**config.mk**
```make
export PLATFORM = sky130hd
export DESIGN_NAME = alu_arbiter
export DESIGN_NICKNAME = d
export VERILOG_FILES = /design/src/rtl/alu_arbiter.sv
export SDC_FILE = /design/constraint.sdc
export NUM_CORES = 1
export LEC_CHECK = 0
export ABC_CLOCK_PERIOD_IN_PS = 3900
export BUFFER_PORTS_ARGS = -buffer_cell sky130_fd_sc_hd__clkbuf_2
export CAP_MARGIN = 15
export CORE_MARGIN = 3
export CORE_UTILIZATION = 30
export DETAILED_ROUTE_END_ITERATION = 7
export GPL_ROUTABILITY_DRIVEN = 0
export SLEW_MARGIN = 0
export SYNTH_ARGS = -nofsm -noshare
export SYNTH_HDL_FRONTEND = slang
export SYNTH_SLANG_ARGS = --single-unit
```
**constraint.sdc**
```tcl
create_clock -name clk -period 3.9 [get_ports clk]
set_input_delay 0.585 -clock clk [delete_from_list [all_inputs] [get_ports clk]]
set_output_delay 0.585 -clock clk [all_outputs]
set_load 0.01 [all_outputs]
```
**src/rtl/alu_arbiter.sv**
```systemverilog
// ---------------------------------------------------------------------------
// alu_arbiter
//   Shares one combinational ALU between two requesters. A round-robin
//   arbiter picks one valid request, registers its operands onto the ALU
//   pins, enables the ALU for exactly one cycle, then captures the result and
//   flags. They are returned on a single response channel that is tagged with
//   the id of the requester that issued the op.
//   Sequence per operation: IDLE (accept) -> EXEC (ALU enabled) -> RESP (hold
//   the response until it is taken) -> IDLE.
//
// Ports
//   clk, reset              rising-edge clock, synchronous active-high reset
//   req0_valid / req0_ready requester 0 handshake (ready only in IDLE)
//   req0_a, req0_b          requester 0 operands
//   req0_funct              requester 0 function select
//   req1_*                  same set for requester 1
//   rsp_valid / rsp_ready   response handshake
//   rsp_id                  requester that issued the op (0/1)
//   rsp_out, rsp_flags      captured ALU result and flags
//   alu_A, alu_B, alu_funct registered operands driven to the ALU
//   alu_enable              high only during the single EXEC cycle
//   alu_out, alu_flags      combinational result returned by the ALU
// ---------------------------------------------------------------------------
module alu_arbiter #(
  parameter int WIDTH   = 32,
  parameter int FUNCT_W = 6,
  parameter int FLAG_W  = 4
) (
  input  logic               clk,
  input  logic               reset,
  input  logic               req0_valid,
  output logic               req0_ready,
  input  logic [WIDTH-1:0]   req0_a,
  input  logic [WIDTH-1:0]   req0_b,
  input  logic [FUNCT_W-1:0] req0_funct,
  input  logic               req1_valid,
  output logic               req1_ready,
  input  logic [WIDTH-1:0]   req1_a,
  input  logic [WIDTH-1:0]   req1_b,
  input  logic [FUNCT_W-1:0] req1_funct,
  output logic               rsp_valid,
  input  logic               rsp_ready,
  output logic               rsp_id,
  output logic [WIDTH-1:0]   rsp_out,
  output logic [FLAG_W-1:0]  rsp_flags,
  output logic [WIDTH-1:0]   alu_A,
  output logic [WIDTH-1:0]   alu_B,
  output logic [FUNCT_W-1:0] alu_funct,
  output logic               alu_enable,
  input  logic [WIDTH-1:0]   alu_out,
  input  logic [FLAG_W-1:0]  alu_flags
);

  typedef enum logic [1:0] {
    IDLE = 2'd0,
    EXEC = 2'd1,
    RESP = 2'd2
  } state_t;

  state_t state;
  logic   last_grant;
  logic   id;
  logic   grant;
  logic   accept;

  // On a tie the requester that did not win last time is chosen; otherwise
  // the single valid requester wins. With no valid requester grant is unused.
  always_comb begin
    grant = 1'b0;
    if (req0_valid && req1_valid) begin
      grant = ~last_grant;
    end else if (req1_valid) begin
      grant = 1'b1;
    end
  end

  // Acceptance happens only in IDLE and never depends on rsp_ready.
  assign accept     = (state == IDLE) && (req0_valid || req1_valid);
  assign req0_ready = accept && !grant;
  assign req1_ready = accept && grant;

  // Decoded straight from the state register, so it is glitch-free.
  assign alu_enable = (state == EXEC);

  // Main sequencer: operand capture, ALU result capture and response hold.
  always_ff @(posedge clk) begin
    if (reset) begin
      state      <= IDLE;
      last_grant <= 1'b1;
      id         <= 1'b0;
      alu_A      <= '0;
      alu_B      <= '0;
      alu_funct  <= '0;
      rsp_valid  <= 1'b0;
      rsp_id     <= 1'b0;
      rsp_out    <= '0;
      rsp_flags  <= '0;
    end else begin
      case (state)
        IDLE: begin
          if (accept) begin
            alu_A      <= grant ? req1_a : req0_a;
            alu_B      <= grant ? req1_b : req0_b;
            alu_funct  <= grant ? req1_funct : req0_funct;
            last_grant <= grant;
            id         <= grant;
            state      <= EXEC;
          end
        end
        EXEC: begin
          rsp_out   <= alu_out;
          rsp_flags <= alu_flags;
          rsp_id    <= id;
          rsp_valid <= 1'b1;
          state     <= RESP;
        end
        RESP: begin
          if (rsp_ready) begin
            rsp_valid <= 1'b0;
            state     <= IDLE;
          end
        end
        default: begin
          rsp_valid <= 1'b0;
          state     <= IDLE;
        end
      endcase
    end
  end

endmodule
```
==> run summary <==
Worst R2R Path Depth: 6
net count after synthesis: 765
number of instances in the synthesized netlist: 584
post-CTS setup-driven buffer insertion count: 0
number of pins with negative max-slew slack in the final report: 0
worst supply voltage drop on vdd: 0.000188 V
initial core utilization: 31.3%
power per standard cell area: 442 mW/mm2
vias in the first global route: 4,859
count of cell types in the netlist: 21
sequential-to-total area share from yosys stat: 44.3%
Fill cells: 1,636
overall track demand over capacity in global routing: 17.1%
fin area: 0.00692 mm2
WL per Instance: 15.6 um
clock insertion delay at the later pin of the skew report: 0.35 ns
tightest slew margin relative to the limit: 35.9%
Ys Warns: 0
post-synthesis register bit count: 112
total of hold buffers inserted after clock tree synthesis: 0
Net Sw Frac: 30.8%
Area after DPL: 0.00661 mm2
buffer depth of the longest clock path: 2
worst clock skew: 0.00795 ns
remaining global-route overflow: 0
net switching power of the design: 941 uW
final count of hold timing violations: 0
share of the synthesized area in the top cell type: 44.3%
H-tree lvl count: 3
most numerous cell types in the synthesized netlist: 216 x nand2_1, 112 x dfxtp_1, 108 x a21oi_1
final hold slack: 0.455 ns
Resize count post-CTS: 0
layout net count: 1,020
top_reg_cell synth: dfxtp_1
Avg Synthesized Cell Area: 8.66 um2
register cell area after layout: 0.00224 mm2
portion of total power attributed to combinational logic: 25.2%
pin slew with the least headroom to its limit: 0.961 ns
area used by multi-input combinational logic: 0.00253 mm2
sequential group share of total power: 43.6%
minimum period implied by the final worst setup slack: 2.48 ns
area inside the core boundary: 0.0162 mm2
status: complete, no violations
via density per instance: 4.78
kind of path behind the tightest hold check: register to register
x dimension of the die: 136 um
share of async-settable or async-resettable flops after synthesis: 0%
pin count of the biggest net entering global routing: 74
Synth area leaders: dfxtp_1 44%, a311oi_2 21%, nand2_1 16%
leakage: 3.12 nW
residual antenna-violating net count after detailed routing: 0
number of placement rows: 46
max capacitance violation total: 0
number of enable-type register cells in the synthesized netlist: 0
total internal power: 2.11 mW
number of antenna violations at the first check in global routing: 0
via count of the routed design: 5,059
Clk pin slew, worst setup/hold paths: 0.07 ns
# clock sinks: 112
data required time at the worst endpoint: 3.31 ns
ratio of cells with drive above 1 in the final layout: 46.7%
count of buffers from port buffering: 291
root buf cell: clkbuf_16
Clk network pwr share: 31.2%
remaining routing DRC violations: 0
final HPWL from detailed placement: 11,700 um
cell area after technology mapping: 0.00506 mm2
number of cells traversed by the worst hold path: 2
DR iter-0 viols: 195
drt first pass iters: 6
wire length of the first global-routing pass: 25,300 um
Max Fanout on Critical Path: 38
number of antenna cells inserted: 0
worst setup path class: register to output pin
arrival time worst endpoint: 1.89 ns
number of I/O pins: 292
Setup Total Neg Slack: 0 ns
category of the worst setup path launch point: register
share of the core filled with cells in the final layout: 42.8%
most area-hungry cell type in the Yosys netlist: dfxtp_1
clock tree from TritonCTS: built
final wirelength: 16,500 um
fin crit share: 63.5%
FMAX: 404 MHz
final setup violation count: 0
signed area change from the synthesized netlist to the final layout: 36.8%
number of buffers created by CTS: 9
vertical extent of the die: 136 um
most common cell in the synthesized netlist: nand2_1
full die area: 0.0184 mm2
crit end category: output pin
setup repair after global routing missed its margin: false
layout by cell type, fill, tap and decap left out, types with 2 or more instances in the layout:
cell type / n
a21oi_1: 108
a311oi_2: 70
buf_4: 12
clkbuf_16: 9
clkbuf_2: 290
clkbuf_8: 2
clkinvlp_4: 2
dfxtp_1: 112
nand2_1: 216
nor2_1: 5
nor2b_1: 2
nor3_1: 2
kinds of logic after synthesis:
| group | synth area share, % |
|---|---|
| DFF | 44.3 |
| AOI/OAI and AO/OA | 32.4 |
| buffers and inverters | 5.86 |
| and+or+nand+nor | 17.3 |
state kept, by name, summed over array words and instances (netlist names):
signal and cells:
rsp_id 1, id 1, rsp_out 32, rsp_flags 4, rsp_valid 1, alu_A 32, alu_funct 6, state 2
last_grant 1, alu_B 32
worst paths after layout:
check / endpoint / slack [ns] / from
setup / recovery: alu_enable / 1.42 / state[1]
hold / removal: rsp_out[27] / 0.46 / rsp_out[27]
setup reg to reg: state[1] / 1.92 / state[1]
hold reg to reg: rsp_out[27] / 0.46 / rsp_out[27]
area by class of cell:
type / count / share of cell area, %
Clock buffer: 11 / 3.65
Clock inverter: 4 / 0.778
Tap cell: 216 / 3.91
Timing Repair Buffer: 303 / 22.6
Sequential cell: 112 / 32.4
Inverter: 1 / 0.0543
Multi-Input combinational cell: 412 / 36.6
power by group through the flow:
stage               combinational [mW]  clock (mW)  sequential [mW]
global placement                 0.779           0             1.35
floorplan                        0.436           0             1.40
detailed placement               0.782           0             1.36
CTS                              0.782       0.985             1.33
global route                     0.850        1.03             1.35
finish                           0.770       0.954             1.33
worst max-delay path, cell delays in order, from the launching register on:
cell	delay [ns]
dfxtp_1	0.43
nand2b_1	0.13
buf_4	0.35
inv_1	0.40
clkbuf_2	0.24
stage by stage:
stage	worst slack (ns)	power, mW	cells
after global routing	1.22	3.23	1059
after global placement	1.77	2.13	1044
after detailed placement	1.76	2.14	1044
after floorplan	1.96	1.84	584
final	1.42	3.06	1059
after CTS	1.39	3.10	1059
routing by layer:
metal  GRT usage, %  up-vias  part of all wire [%]
met4           3.70        0                  0.69
met5              0        -                     0
li1               -     2548                     -
met1           21.5     2285                    43
met2           28.4      220                    46
met3           6.18        6                    10
(Power assumes the default switching activity.)
